`src/rtl/alu_seq_if.sv`:
```
// Handshake bundle for alu_seq: operand/op request channel and result/flag response channel.
// The master side presents operations and consumes results; the slave side is the ALU.
interface alu_seq_if #(
  parameter int XLEN = 32
);
  logic            in_valid;
  logic            in_ready;
  logic [XLEN-1:0] srcA;
  logic [XLEN-1:0] srcB;
  logic [4:0]      aluControl;
  logic            out_valid;
  logic            out_ready;
  logic [XLEN-1:0] aluResult;
  logic            aluZero;
  logic            aluNeg;
  logic            aluCarry;
  logic            aluOverflow;
  logic            aluIllegal;
  logic            busy;

  modport master (
    output in_valid, srcA, srcB, aluControl, out_ready,
    input  in_ready, out_valid, aluResult, aluZero, aluNeg, aluCarry, aluOverflow, aluIllegal, busy
  );

  modport slave (
    input  in_valid, srcA, srcB, aluControl, out_ready,
    output in_ready, out_valid, aluResult, aluZero, aluNeg, aluCarry, aluOverflow, aluIllegal, busy
  );
endinterface

```
`src/rtl/alu_seq.sv`:
```
// Registered RV32I-style ALU with iterative unsigned multiply/divide behind a valid/ready handshake.
// Single-cycle ops complete on the accept edge; MUL/MULHU/DIVU/REMU iterate one bit per cycle.
module alu_seq #(
  parameter int XLEN      = 32,
  parameter bit MULDIV_EN = 1'b1
) (
  input logic        clk,
  input logic        rst,
  alu_seq_if.slave   bus
);
  localparam int SHW = $clog2(XLEN);
  localparam int CW  = $clog2(XLEN);

  localparam logic [4:0] ALU_ADD   = 5'd0;
  localparam logic [4:0] ALU_SUB   = 5'd1;
  localparam logic [4:0] ALU_AND   = 5'd2;
  localparam logic [4:0] ALU_OR    = 5'd3;
  localparam logic [4:0] ALU_XOR   = 5'd4;
  localparam logic [4:0] ALU_SLL   = 5'd5;
  localparam logic [4:0] ALU_SRL   = 5'd6;
  localparam logic [4:0] ALU_SRA   = 5'd7;
  localparam logic [4:0] ALU_SLT   = 5'd8;
  localparam logic [4:0] ALU_SLTU  = 5'd9;
  localparam logic [4:0] ALU_MUL   = 5'd10;
  localparam logic [4:0] ALU_MULHU = 5'd11;
  localparam logic [4:0] ALU_DIVU  = 5'd12;
  localparam logic [4:0] ALU_REMU  = 5'd13;

  typedef enum logic [1:0] {S_IDLE, S_BUSY, S_DONE} state_t;

  state_t state_q, state_d;

  logic [XLEN-1:0] res_q;
  logic            zero_q, neg_q, carry_q, ovf_q, ill_q;

  // acc holds the product high half / partial remainder, lo the multiplier / quotient
  logic [XLEN-1:0] acc_q, lo_q, opb_q;
  logic [CW-1:0]   cnt_q;
  logic [4:0]      op_q;

  logic            accept;
  logic [XLEN:0]   sum_ext, dif_ext;
  logic [XLEN-1:0] r_res;
  logic            r_carry, r_ovf, r_illegal, r_iter;
  logic [SHW-1:0]  shamt;

  logic [XLEN:0]   mul_sum, div_sh, div_diff;
  logic [XLEN-1:0] step_acc, step_lo, fin_res;

  assign accept = bus.in_valid & bus.in_ready;
  assign shamt  = bus.srcB[SHW-1:0];

  always_comb begin
    sum_ext   = {1'b0, bus.srcA} + {1'b0, bus.srcB};
    dif_ext   = {1'b0, bus.srcA} - {1'b0, bus.srcB};
    r_res     = '0;
    r_carry   = 1'b0;
    r_ovf     = 1'b0;
    r_illegal = 1'b0;
    r_iter    = 1'b0;
    case (bus.aluControl)
      ALU_ADD: begin
        r_res   = sum_ext[XLEN-1:0];
        r_carry = sum_ext[XLEN];
        r_ovf   = (bus.srcA[XLEN-1] == bus.srcB[XLEN-1]) && (sum_ext[XLEN-1] != bus.srcA[XLEN-1]);
      end
      ALU_SUB: begin
        r_res   = dif_ext[XLEN-1:0];
        r_carry = ~dif_ext[XLEN];
        r_ovf   = (bus.srcA[XLEN-1] != bus.srcB[XLEN-1]) && (dif_ext[XLEN-1] != bus.srcA[XLEN-1]);
      end
      ALU_AND:  r_res = bus.srcA & bus.srcB;
      ALU_OR:   r_res = bus.srcA | bus.srcB;
      ALU_XOR:  r_res = bus.srcA ^ bus.srcB;
      ALU_SLL:  r_res = bus.srcA << shamt;
      ALU_SRL:  r_res = bus.srcA >> shamt;
      ALU_SRA:  r_res = $signed(bus.srcA) >>> shamt;
      ALU_SLT:  r_res = {{(XLEN-1){1'b0}}, $signed(bus.srcA) < $signed(bus.srcB)};
      ALU_SLTU: r_res = {{(XLEN-1){1'b0}}, bus.srcA < bus.srcB};
      ALU_MUL, ALU_MULHU, ALU_DIVU, ALU_REMU: begin
        if (MULDIV_EN) r_iter    = 1'b1;
        else           r_illegal = 1'b1;
      end
      default: r_illegal = 1'b1;
    endcase
  end

  // A zero divisor needs no special case: every trial subtract succeeds, giving all-ones
  // quotient and the dividend as remainder.
  always_comb begin
    mul_sum  = {1'b0, acc_q} + (lo_q[0] ? {1'b0, opb_q} : '0);
    div_sh   = {acc_q, lo_q[XLEN-1]};
    div_diff = div_sh - {1'b0, opb_q};
    step_acc = '0;
    step_lo  = '0;
    if (op_q == ALU_MUL || op_q == ALU_MULHU) begin
      step_acc = mul_sum[XLEN:1];
      step_lo  = {mul_sum[0], lo_q[XLEN-1:1]};
    end else if (!div_diff[XLEN]) begin
      step_acc = div_diff[XLEN-1:0];
      step_lo  = {lo_q[XLEN-2:0], 1'b1};
    end else begin
      step_acc = div_sh[XLEN-1:0];
      step_lo  = {lo_q[XLEN-2:0], 1'b0};
    end
    fin_res = (op_q == ALU_MULHU || op_q == ALU_REMU) ? step_acc : step_lo;
  end

  always_comb begin
    state_d = state_q;
    case (state_q)
      S_IDLE: if (accept) state_d = r_iter ? S_BUSY : S_DONE;
      S_BUSY: if (cnt_q == '0) state_d = S_DONE;
      S_DONE: begin
        if (bus.out_ready) begin
          if (accept) state_d = r_iter ? S_BUSY : S_DONE;
          else        state_d = S_IDLE;
        end
      end
      default: state_d = S_IDLE;
    endcase
  end

  always_ff @(posedge clk or posedge rst) begin
    if (rst) state_q <= S_IDLE;
    else     state_q <= state_d;
  end

  always_ff @(posedge clk or posedge rst) begin
    if (rst) begin
      res_q   <= '0;
      zero_q  <= 1'b1;
      neg_q   <= 1'b0;
      carry_q <= 1'b0;
      ovf_q   <= 1'b0;
      ill_q   <= 1'b0;
      acc_q   <= '0;
      lo_q    <= '0;
      opb_q   <= '0;
      cnt_q   <= '0;
      op_q    <= '0;
    end else if (accept) begin
      if (r_iter) begin
        acc_q <= '0;
        lo_q  <= bus.srcA;
        opb_q <= bus.srcB;
        cnt_q <= CW'(XLEN-1);
        op_q  <= bus.aluControl;
      end else begin
        res_q   <= r_res;
        zero_q  <= (r_res == '0);
        neg_q   <= r_res[XLEN-1];
        carry_q <= r_carry;
        ovf_q   <= r_ovf;
        ill_q   <= r_illegal;
      end
    end else if (state_q == S_BUSY) begin
      acc_q <= step_acc;
      lo_q  <= step_lo;
      cnt_q <= cnt_q - CW'(1);
      if (cnt_q == '0) begin
        res_q   <= fin_res;
        zero_q  <= (fin_res == '0);
        neg_q   <= fin_res[XLEN-1];
        carry_q <= 1'b0;
        ovf_q   <= 1'b0;
        ill_q   <= 1'b0;
      end
    end
  end

  assign bus.in_ready    = (state_q == S_IDLE) || (state_q == S_DONE && bus.out_ready);
  assign bus.out_valid   = (state_q == S_DONE);
  assign bus.busy        = (state_q == S_BUSY);
  assign bus.aluResult   = res_q;
  assign bus.aluZero     = zero_q;
  assign bus.aluNeg      = neg_q;
  assign bus.aluCarry    = carry_q;
  assign bus.aluOverflow = ovf_q;
  assign bus.aluIllegal  = ill_q;
endmodule

```
`src/flat_wrapper.sv`:
```
// flat-port wrapper written by rule: the top's interface ports become plain ports
module alu_seq_flat 
#(
  parameter int XLEN      = 32,
  parameter bit MULDIV_EN = 1'b1
)
  (clk, rst, bus_in_valid, bus_srcA, bus_srcB, bus_aluControl, bus_out_ready, bus_in_ready, bus_out_valid, bus_aluResult, bus_aluZero, bus_aluNeg, bus_aluCarry, bus_aluOverflow, bus_aluIllegal, bus_busy);
  alu_seq_if #(.XLEN(XLEN)) bus_i ();
  input logic clk;
  input logic rst;
  input wire logic [$bits(bus_i.in_valid)-1:0] bus_in_valid;
  input wire logic [$bits(bus_i.srcA)-1:0] bus_srcA;
  input wire logic [$bits(bus_i.srcB)-1:0] bus_srcB;
  input wire logic [$bits(bus_i.aluControl)-1:0] bus_aluControl;
  input wire logic [$bits(bus_i.out_ready)-1:0] bus_out_ready;
  output wire logic [$bits(bus_i.in_ready)-1:0] bus_in_ready;
  output wire logic [$bits(bus_i.out_valid)-1:0] bus_out_valid;
  output wire logic [$bits(bus_i.aluResult)-1:0] bus_aluResult;
  output wire logic [$bits(bus_i.aluZero)-1:0] bus_aluZero;
  output wire logic [$bits(bus_i.aluNeg)-1:0] bus_aluNeg;
  output wire logic [$bits(bus_i.aluCarry)-1:0] bus_aluCarry;
  output wire logic [$bits(bus_i.aluOverflow)-1:0] bus_aluOverflow;
  output wire logic [$bits(bus_i.aluIllegal)-1:0] bus_aluIllegal;
  output wire logic [$bits(bus_i.busy)-1:0] bus_busy;
  assign bus_i.in_valid = bus_in_valid;
  assign bus_i.srcA = bus_srcA;
  assign bus_i.srcB = bus_srcB;
  assign bus_i.aluControl = bus_aluControl;
  assign bus_i.out_ready = bus_out_ready;
  assign bus_in_ready = bus_i.in_ready;
  assign bus_out_valid = bus_i.out_valid;
  assign bus_aluResult = bus_i.aluResult;
  assign bus_aluZero = bus_i.aluZero;
  assign bus_aluNeg = bus_i.aluNeg;
  assign bus_aluCarry = bus_i.aluCarry;
  assign bus_aluOverflow = bus_i.aluOverflow;
  assign bus_aluIllegal = bus_i.aluIllegal;
  assign bus_busy = bus_i.busy;
  alu_seq #(.XLEN(XLEN), .MULDIV_EN(MULDIV_EN)) u_core (.clk(clk), .rst(rst), .bus(bus_i));
endmodule
```
`config.mk`:
```
export PLATFORM = sky130hd
export DESIGN_NAME = alu_seq_flat
export DESIGN_NICKNAME = d
export VERILOG_FILES = /design/src/rtl/alu_seq_if.sv /design/src/rtl/alu_seq.sv /design/src/flat_wrapper.sv
export SDC_FILE = /design/constraint.sdc
export NUM_CORES = 1
export LEC_CHECK = 0
export ABC_AREA = 1
export CELL_PAD_IN_SITES_DETAIL_PLACEMENT = 1
export CELL_PAD_IN_SITES_GLOBAL_PLACEMENT = 2
export CORE_ASPECT_RATIO = 1.4
export CORE_MARGIN = 2
export CORE_UTILIZATION = 35
export CTS_CLUSTER_SIZE = 16
export DETAILED_ROUTE_END_ITERATION = 10
export GPL_ROUTABILITY_DRIVEN = 0
export HOLD_SLACK_MARGIN = 0.06
export PLACE_DENSITY = 0.92
export SLEW_MARGIN = 20
export SYNTH_ARGS = -nofsm -noshare
export SYNTH_HDL_FRONTEND = slang
export SYNTH_SLANG_ARGS = --single-unit
```
`constraint.sdc`:
```
create_clock -name clk -period 6.5 [get_ports clk]
set_input_delay 0.65 -clock clk [delete_from_list [all_inputs] [get_ports clk]]
set_output_delay 0.65 -clock clk [all_outputs]
set_load 0.01 [all_outputs]
```
==> summary.txt, run 1 <==
Outcome
  – Status: finished clean

Die
  – Die Width: 213 µm
  – DIE HEIGHT: 297 µm
  – IO Count: 113
  – Initial core utilization: 0.353
  – Site Rows: 107
  – Core region area: 60800 µm²
  – Die ar.: 63300 µm²

Detailed routing
  – Total routed wirelength: 123 mm
  – DR iter-0 viols: 2112
  – Antenna Nets Post-Route: 0
  – Detailed-route via count: 27387
  – Via density: 5.91
  – # DRC: 0
  – Pre-antenna DRT Iters: 5
  – Drt wl/cell: 26.6 µm

Placed design
  – Setup WS pre-CTS: 1890 ps
  – PortBufs: 112
  – Post-DP HPWL: 99.0 mm
  – Dpl cells: 4593
  – Dpl cell area: 23200 µm²

Timing
  – Final setup margin: 1630 ps
  – Rel. slew slack: 0.221
  – Slew Viols, Final: 0
  – Final period util: 0.749
  – Worst-Margin Slew: 1160 ps
  – Tmin final: 4870 ps
  – Fin Setup TNS: 0 ps
  – Maximum clock frequency: 205 MHz
  – Hold Vio Cnt, Final: 0
  – Layout Skew: 13.5 ps
  – Setup Viol. Count Final: 0
  – RSZ-0062 raised after global routing: no
  – Min Hold Slack: 461 ps

Cells and area
  – Non-Filler Instances: 4636
  – Most frequent cells in the layout: nand2_1 (1245), inv_1 (500), nand3_1 (341), nor2_1 (327), o21ai_0 (275)
  – Synthesis-to-layout area growth: 11.0%
  – Layout cells sized above 1: 0.0349
  – Final Util: 0.392
  – Most common cell after layout, fill and taps aside: nand2_1
  – Final #Nets: 4043
  – Finished Cell Area: 23800 µm²

GRT
  – Met1 Use GR: 0.402
  – Met3 Track Usage GR: 0.0874
  – Pin count of the biggest net entering global routing: 82
  – Initial antenna violation count: 19
  – Total grt overflow: 0
  – First-pass GRT wire length: 181 mm
  – Vias in the first global route: 28466
  – GRT Util Overall: 0.390
  – GRT met2 Usage: 0.633
  – Grt peak-use layer: met2

Synthesis
  – Main combinational cell family by area after synthesis: simple AND/OR/NAND/NOR gates
  – Adder-cell share of the synthesized area: 0.104
  – Yosys reg bits: 144
  – Xor/xnor share of the synthesized area: 0.00899
  – Yosys cell types: 60
  – Top FF cell, synth: dfrtp_1
  – Synthesized net count: 4027
  – Post-Synth Simple-Gate Area: 0.399
  – Sequential cell area fraction in the yosys report: 0.168
  – Mean area per synthesized cell: 5.67 µm²
  – Fraction of synthesized area in multiplexers: 0.00560
  – Compound-cell area share of the yosys netlist: 0.193
  – Yosys warning count: 0
  – Post-synth ARST share: 1.00
  – Mapped Area: 21400 µm²
  – EDFF count, synth: 0
  – Syn Inst Count: 3779

Setup path
  – CP endpoint kind: flop
  – Crit-path cells: clkdlybuf4s50_1 -> inv_1 -> ha_1 -> inv_1 -> nand2_1 -> o21ai_0 -> a21oi_1 -> o21ai_1 -> a21oi_1 -> nand2_1 -> nand2_1 -> nor2_1 -> nor2_1 -> nand2_1 -> nor2_1 -> nand2_1 -> nor2_1 -> nand3_1 -> nand2_1 -> nand2_1 -> nand2_1
  – Setup CP Type: input port to flop
  – Most used cell, CP: nand2_1
  – Req. time, crit path: 6910 ps
  – Crit path DAT: 5280 ps
  – Slowest CP cell: a21oi_1
  – Crit start category: input port
  – Critical Path Max Stage Delay: 900 ps
  – CP Max Fanout: 7

Power
  – P per Cell Area: 363 nW/µm²
  – Worst VDD drop: 185 µV
  – P_leak: 12.4 nW
  – Power after layout: 8.63 mW

Clock network
  – CTS-repair resized insts: 0
  – Clk buf depth: 2
  – Worst-skew pair later-pin latency: 470 ps
  – Root Buffer Master: clkbuf_16
  – CTS Hold Bufs: 0
  – # clock sinks: 144
  – Worst-path clk slew: 70 ps
  – CTS HTree Levels: 4
  – CTS tree: yes
  – TritonCTS Buffers: 17
  – Post-CTS setup buffer count: 0

Worst hold path
  – Worst min-delay path class: flop to flop

Run
  – Maxcap violations: 0
-- cells by family after synthesis --
kind of cell / count (synthesis)
AND/OR/NAND/NOR: 2055
AO/OA/AOI/OAI: 705
XOR/XNOR: 22
flip-flops: 144
multiplexers: 12
adder cells (fa/ha/maj): 175
buffers and inverters: 666
-- final timing paths --
kind / from / to / slack, ps / cells after the start
max in group asynchronous: rst / u_core.bus.aluResult[19] / 4390 / 3
worst max-delay path: bus_srcA[15] / u_core.bus.aluZero / 1630 / 21
worst min register to register: u_core.op_q[3] / u_core.op_q[3] / 460 / 2
worst min-delay path: u_core.op_q[3] / u_core.op_q[3] / 460 / 2
min in group asynchronous: rst / u_core.opb_q[5] / 720 / 2
worst max register to register: u_core.lo_q[31] / u_core.bus.aluZero / 1880 / 25
-- worst max-delay path, delay by kind of cell --
family / cells / cell delay (ps)
compound gates: 4 / 1560
fa+ha+maj: 1 / 600
buf+inv: 3 / 1030
simple gates: 13 / 1430
-- final cells by class --
class                      instances  area [µm²]
inverter                         514        1930
clock buffer                      18         439
fill                            8524       37000
timing repair buffer             149        1380
multi-input combinational       2969       15200
clock inverter                    14         151
tap                              817        1020
antenna                           11        27.5
sequential                       144        3600
-- registers in the layout, indices dropped and copies added (netlist names), 2 cells and up --
signal                count
u_core.bus.aluResult     32
u_core.lo_q              32
u_core.op_q               5
u_core.state_q            2
u_core.opb_q             32
u_core.acc_q             32
u_core.cnt_q              5
-- synthesized netlist by cell type, types with 12 or more instances --
library cell	number	share of area
o21bai_1	13	0.0046
clkbuf_1	80	0.014
dfrtp_1	143	0.17
nor3_1	31	0.0072
buf_1	17	0.0030
o21ai_1	23	0.0054
xnor2_1	14	0.0057
o21a_1	17	0.0060
or2_2	14	0.0041
o21ai_0	275	0.064
ha_1	171	0.10
inv_1	502	0.088
o221ai_1	65	0.027
nand3b_1	17	0.0060
nor2_1	330	0.058
buf_2	42	0.0098
a21oi_1	196	0.046
o211ai_1	40	0.014
nand4_1	37	0.011
mux2i_1	12	0.0056
a21o_1	14	0.0049
o22ai_1	22	0.0064
nand3_1	341	0.080
nand2_1	1246	0.22
-- routing by layer --
metal  up-vias  part of all wire
met1     13139              0.35
met4        20              0.12
met3       621             0.071
met2      1256              0.46
li1      12351                 -
met5         -            0.0010
-- where the power goes --
part / switching [mW] / internal (mW) / total [mW]
Sequential: 0.304 / 1.21 / 1.52
Combinational: 4.30 / 1.79 / 6.09
Clock: 0.471 / 0.550 / 1.02
(Power assumes the default switching activity.)
==> run 2, diff against run 1 <==
--- a/config.mk
+++ b/config.mk
@@ -10,12 +10,12 @@
 export CELL_PAD_IN_SITES_GLOBAL_PLACEMENT = 2
 export CORE_ASPECT_RATIO = 1.4
 export CORE_MARGIN = 2
-export CORE_UTILIZATION = 35
+export CORE_UTILIZATION = 33
 export CTS_CLUSTER_SIZE = 16
 export DETAILED_ROUTE_END_ITERATION = 10
 export GPL_ROUTABILITY_DRIVEN = 0
 export HOLD_SLACK_MARGIN = 0.06
-export PLACE_DENSITY = 0.92
+export PLACE_DENSITY = 0.88
 export SLEW_MARGIN = 20
 export SYNTH_ARGS = -nofsm -noshare
 export SYNTH_HDL_FRONTEND = slang
==> constraint.sdc (replaced) <==
create_clock -name clk -period 4.57 [get_ports clk]
set_input_delay 0.457 -clock clk [delete_from_list [all_inputs] [get_ports clk]]
set_output_delay 0.457 -clock clk [all_outputs]
set_load 0.01 [all_outputs]
==> summary.txt, run 2 (synthesis gave the netlist of run 1 again) <==
Outcome
  – Status: finished clean

GRT
  – Pin count of the biggest net entering global routing: 78
  – GRT Util Overall: 0.375
  – Total grt overflow: 0
  – Vias in the first global route: 28889
  – Initial antenna violation count: 9
  – First-pass GRT wire length: 184 mm

Clock network
  – TritonCTS Buffers: 17
  – Worst-skew pair later-pin latency: 470 ps
  – Clk buf depth: 2
  – Worst-path clk slew: 70 ps
  – Root Buffer Master: clkbuf_16
  – CTS-repair resized insts: 0
  – # clock sinks: 144
  – Post-CTS setup buffer count: 0
  – CTS tree: yes
  – CTS Hold Bufs: 0
  – CTS HTree Levels: 4

Timing
  – Worst-Margin Slew: 1160 ps
  – RSZ-0062 raised after global routing: no
  – Slew Viols, Final: 0
  – Hold Vio Cnt, Final: 0
  – Maximum clock frequency: 227 MHz
  – Layout Skew: 13.8 ps
  – Final setup margin: 170 ps
  – Rel. slew slack: 0.217
  – Tmin final: 4400 ps
  – Setup Viol. Count Final: 0
  – Final period util: 0.963
  – Fin Setup TNS: 0 ps

Detailed routing
  – Drt wl/cell: 26.5 µm
  – Via density: 5.82
  – # DRC: 0
  – Antenna Nets Post-Route: 0
  – Total routed wirelength: 127 mm
  – DR iter-0 viols: 2091
  – Detailed-route via count: 27756
  – Pre-antenna DRT Iters: 5

Cells and area
  – Synthesis-to-layout area growth: 15.9%
  – Non-Filler Instances: 4771
  – Most frequent cells in the layout: nand2_1 (1245), inv_1 (499), nand3_1 (341), nor2_1 (326), o21ai_0 (275)
  – Layout cells sized above 1: 0.0654
  – Most common cell after layout, fill and taps aside: nand2_1
  – Final #Nets: 4165
  – Fillers: 8840

Worst hold path
  – Worst min-delay path class: input port to async pin

Run
  – Maxcap violations: 0

Setup path
  – CP endpoint kind: flop
  – Crit start category: input port
  – Most used cell, CP: nand2_1
  – Setup CP Type: input port to flop
  – Req. time, crit path: 4980 ps
  – Critical Path Max Stage Delay: 700 ps
  – Crit path DAT: 4810 ps
  – Slowest CP cell: clkdlybuf4s50_1
  – Crit-path cells: clkdlybuf4s50_1 -> inv_1 -> ha_1 -> inv_1 -> a21oi_1 -> o21ai_0 -> a21oi_1 -> o21ai_0 -> a21oi_1 -> nand2_1 -> nand2_1 -> nor2_1 -> nor2_1 -> nand2_1 -> nor2_1 -> nand2_1 -> nor2_1 -> buf_4 -> nand3_1 -> nand2_1 -> nand2_1 -> nand2_1
  – CP Max Fanout: 8

Die
  – IO Count: 113
  – Site Rows: 110
  – Die ar.: 67100 µm²
  – Core region area: 64300 µm²
  – Initial core utilization: 0.334
  – Die Width: 219 µm
  – DIE HEIGHT: 306 µm

Power
  – P per Cell Area: 516 nW/µm²
  – P_leak: 13.0 nW
  – Worst VDD drop: 304 µV

Placed design
  – Post-DP HPWL: 104 mm
  – Setup WS pre-CTS: 193 ps
  – Dpl cells: 4738
  – PortBufs: 112
## run 2: cell count changes in the layout (fill, tap and decap cells not counted), sizes merged
cell,delta
buf,+122
clkbuf,-1
diode,-10
bufinv,+1
inv,+3
clkinv,-4
clkinvlp,+1
## run 2: final cells by class
cell class              instances  area [µm²]  share of cell area
flip-flops and latches        144        3600               0.145
repair buffers                271        2390              0.0964
well taps                     840        1050              0.0423
multi-input cells            2969       15200               0.614
clock buffers                  17         425              0.0171
clock inverters                15         190             0.00765
inverters                     514        1930              0.0778
diodes                          1        2.50            0.000101
## run 2: worst max-delay path: cells and delay by family
family                   cells  cell delay, ps
AO/OA/AOI/OAI                5            1610
buffers and inverters        4            1150
AND/OR/NAND/NOR             12            1050
adder cells (fa/ha/maj)      1             530
## run 2: where the power goes
group	total, mW	switching [mW]	internal [mW]
Clock	1.55	0.719	0.833
Sequential	2.15	0.424	1.72
Combinational	9.12	6.45	2.67
Total	12.8	7.59	5.22
## run 2: path summary, 6_finish.rpt
path,end,cells after the start,slack [ps],start
max reg2reg,u_core.bus.aluZero,25,400,u_core.lo_q[31]
min in group clk,u_core.opb_q[3],3,440,bus_srcB[3]
max,u_core.bus.aluZero,22,170,bus_srcB[27]
max in group asynchronous,u_core.bus.aluZero,3,3300,rst
min,u_core.opb_q[5],2,420,rst
min reg2reg,u_core.op_q[3],2,460,u_core.op_q[3]
## run 2: per-layer routing
layer | part of all wire | vias to the layer above | track usage
met5 | 0.00036 | - | 0
met4 | 0.11 | 8 | 0.358
met3 | 0.070 | 538 | 0.0696
met2 | 0.46 | 1274 | 0.624
met1 | 0.35 | 13351 | 0.393
li1 | - | 12585 | -
## run 2: stage by stage
step	util	power, mW	hold slack [ps]	area (µm²)
2_1_floorplan	-	7.61	423	21400
3_3_place_gp	0.377	10.7	435	24200
3_5_place_dp	0.377	10.9	443	24200
4_1_cts	0.387	12.5	417	24800
5_1_grt	0.387	13.7	443	24800
6_report	0.387	12.8	416	24900
==> run 3, diff against run 2 <==
--- a/config.mk
+++ b/config.mk
@@ -14,8 +14,10 @@
 export CTS_CLUSTER_SIZE = 16
 export DETAILED_ROUTE_END_ITERATION = 10
 export GPL_ROUTABILITY_DRIVEN = 0
+export GPL_TIMING_DRIVEN = 0
 export HOLD_SLACK_MARGIN = 0.06
 export PLACE_DENSITY = 0.88
+export SKIP_LAST_GASP = 1
 export SLEW_MARGIN = 20
 export SYNTH_ARGS = -nofsm -noshare
 export SYNTH_HDL_FRONTEND = slang
==> summary.txt, run 3 (synthesis gave the netlist of run 1 again) <==
Power
  – P per Cell Area: 525 nW/µm²
  – P_leak: 12.6 nW
  – Worst VDD drop: 253 µV

Die
  – DIE HEIGHT: 306 µm
  – Site Rows: 110
  – Die ar.: 67100 µm²
  – Die Width: 219 µm
  – Initial core utilization: 0.334
  – IO Count: 113
  – Core region area: 64300 µm²

Detailed routing
  – Total routed wirelength: 133 mm
  – # DRC: 0
  – Pre-antenna DRT Iters: 6
  – Drt wl/cell: 27.9 µm
  – Via density: 5.85
  – Antenna Nets Post-Route: 0
  – DR iter-0 viols: 2175
  – Detailed-route via count: 27844

GRT
  – Pin count of the biggest net entering global routing: 95
  – Met3 Track Usage GR: 0.0717
  – Met1 Use GR: 0.399
  – Initial antenna violation count: 1
  – Total grt overflow: 0
  – Vias in the first global route: 28310
  – Grt peak-use layer: met2
  – GRT Util Overall: 0.392
  – First-pass GRT wire length: 189 mm
  – GRT met2 Usage: 0.646

Clock network
  – TritonCTS Buffers: 17
  – # clock sinks: 144
  – CTS tree: yes
  – Worst-skew pair later-pin latency: 470 ps
  – Clk buf depth: 2
  – Root Buffer Master: clkbuf_16
  – Worst-path clk slew: 70 ps
  – CTS HTree Levels: 4

Setup path
  – CP Max Fanout: 9
  – Crit path DAT: 5050 ps
  – Critical Path Max Stage Delay: 640 ps
  – CP endpoint kind: flop
  – Setup CP Type: input port to flop
  – Crit start category: input port
  – Slowest CP cell: nor2_1
  – Most used cell, CP: nand2_1
  – CP Buf/Inv Count: 4
  – Crit path max-delay family: simple AND/OR/NAND/NOR gates
  – Crit-path cells: clkdlybuf4s50_1 -> buf_2 -> inv_1 -> o21ai_0 -> nand2_1 -> inv_1 -> nand2_1 -> nor2_1 -> o21ai_0 -> a21oi_1 -> nor2_1 -> nand2_1 -> nor2_4 -> nand2_1 -> nor2_1 -> nand2_1 -> nor2_1 -> nand3_1 -> nand2_1 -> nand2_1 -> nand2_1
  – Req. time, crit path: 4980 ps

Timing
  – Maximum clock frequency: 215 MHz
  – Rel. slew slack: 0.0853
  – Layout Skew: 18.2 ps
  – Setup Viol. Count Final: 1
  – Final period util: 1.02
  – Final setup margin: -71.3 ps
  – Worst-Margin Slew: 1370 ps
  – Hold Vio Cnt, Final: 0
  – RSZ-0062 raised after global routing: no
  – Slew Viols, Final: 0
  – Tmin final: 4640 ps

Cells and area
  – Fillers: 8895
  – Layout cells sized above 1: 0.0436
  – Inserted Diodes: 0
  – Synthesis-to-layout area growth: 13.7%
  – Final #Nets: 4157
  – Most frequent cells in the layout: nand2_1 (1244), inv_1 (501), nand3_1 (337), nor2_1 (323), o21ai_0 (271)
  – Non-Filler Instances: 4762
  – Finished Cell Area: 24400 µm²
  – Most common cell after layout, fill and taps aside: nand2_1

Outcome
  – Failing checks: negative setup slack
  – Status: finished with violations

Worst hold path
  – Worst min-delay path class: input port to async pin

Placed design
  – Dpl cell area: 23600 µm²
  – PortBufs: 112
  – Post-DP HPWL: 110 mm
  – Dpl cells: 4732

Run
  – Maxcap violations: 0
[run 3: cell count changes in the layout (fill, tap and decap cells not counted), moves of 4 or more]
| cell | previous run | this run |
|---|---|---|
| nand3_2 | 5 | 9 |
| o21ai_0 | 275 | 271 |
| clkbuf_2 | 0 | 5 |
| buf_2 | 4 | 39 |
| buf_4 | 151 | 7 |
| buf_6 | 0 | 4 |
| clkbuf_1 | 0 | 79 |
| buf_12 | 8 | 0 |
| nand3_1 | 341 | 337 |
| buf_1 | 0 | 15 |
[run 3: cell type report]
type                       count  area (µm²)  share of cell area
clock inverter                15         181             0.00744
buffer                       149         673              0.0276
clock buffer                  17         425              0.0175
sequential                   144        3600               0.148
inverter                     514        1940              0.0795
tap                          840        1050              0.0431
timing repair buffer         114        1150              0.0472
multi-input combinational   2969       15300               0.630
[run 3: worst paths after layout]
kind / from / end / slack, ps / cells after the start
setup / recovery: bus_srcA[31] / u_core.bus.aluZero / -70 / 21
hold / removal: rst / u_core.opb_q[5] / 390 / 2
setup reg to reg: u_core.lo_q[0] / u_core.bus.aluZero / 190 / 21
hold reg to reg: u_core.bus.aluZero / u_core.bus.aluZero / 470 / 2
max in group asynchronous: rst / u_core.bus.aluZero / 3320 / 3
min in group clk: u_core.bus.aluZero / u_core.bus.aluZero / 470 / 2
[run 3: timing repair]
item	CTS	global route
gates resized for setup	14	28
hold buffers	0	0
pin swaps	0	1
buffers inserted	0	1
endpoints found under the setup margin	5	3
[run 3: report_power, final]
group,internal [mW],switching (mW)
clock,0.787,0.714
combinational,2.64,6.54
sequential,1.72,0.392
total,5.16,7.65
[run 3: layer usage]
layer / part of all wire / vias up / wire length [µm]
li1: - / 12585 / -
met1: 0.34 / 13194 / 44800
met2: 0.46 / 1430 / 61200
met3: 0.073 / 633 / 9700
met4: 0.13 / 2 / 17300
met5: 0.000083 / - / 11
[run 3: metrics by stage]
| stage | worst slack [ps] | hold slack, ps | utilization | total power [mW] | TNS (ps) |
|---|---|---|---|---|---|
| after detailed placement | -1220 | 459 | 0.368 | 10.9 | -10240 |
| final | -71.3 | 390 | 0.379 | 12.8 | -71.3 |
| after CTS | 6.07 | 401 | 0.378 | 12.5 | 0 |
| after floorplan | 248 | 423 | - | 7.61 | 0 |
| after global routing | 0.00488 | 423 | 0.379 | 13.7 | 0 |
| after global placement | -2170 | 440 | 0.367 | 10.8 | -316720 |
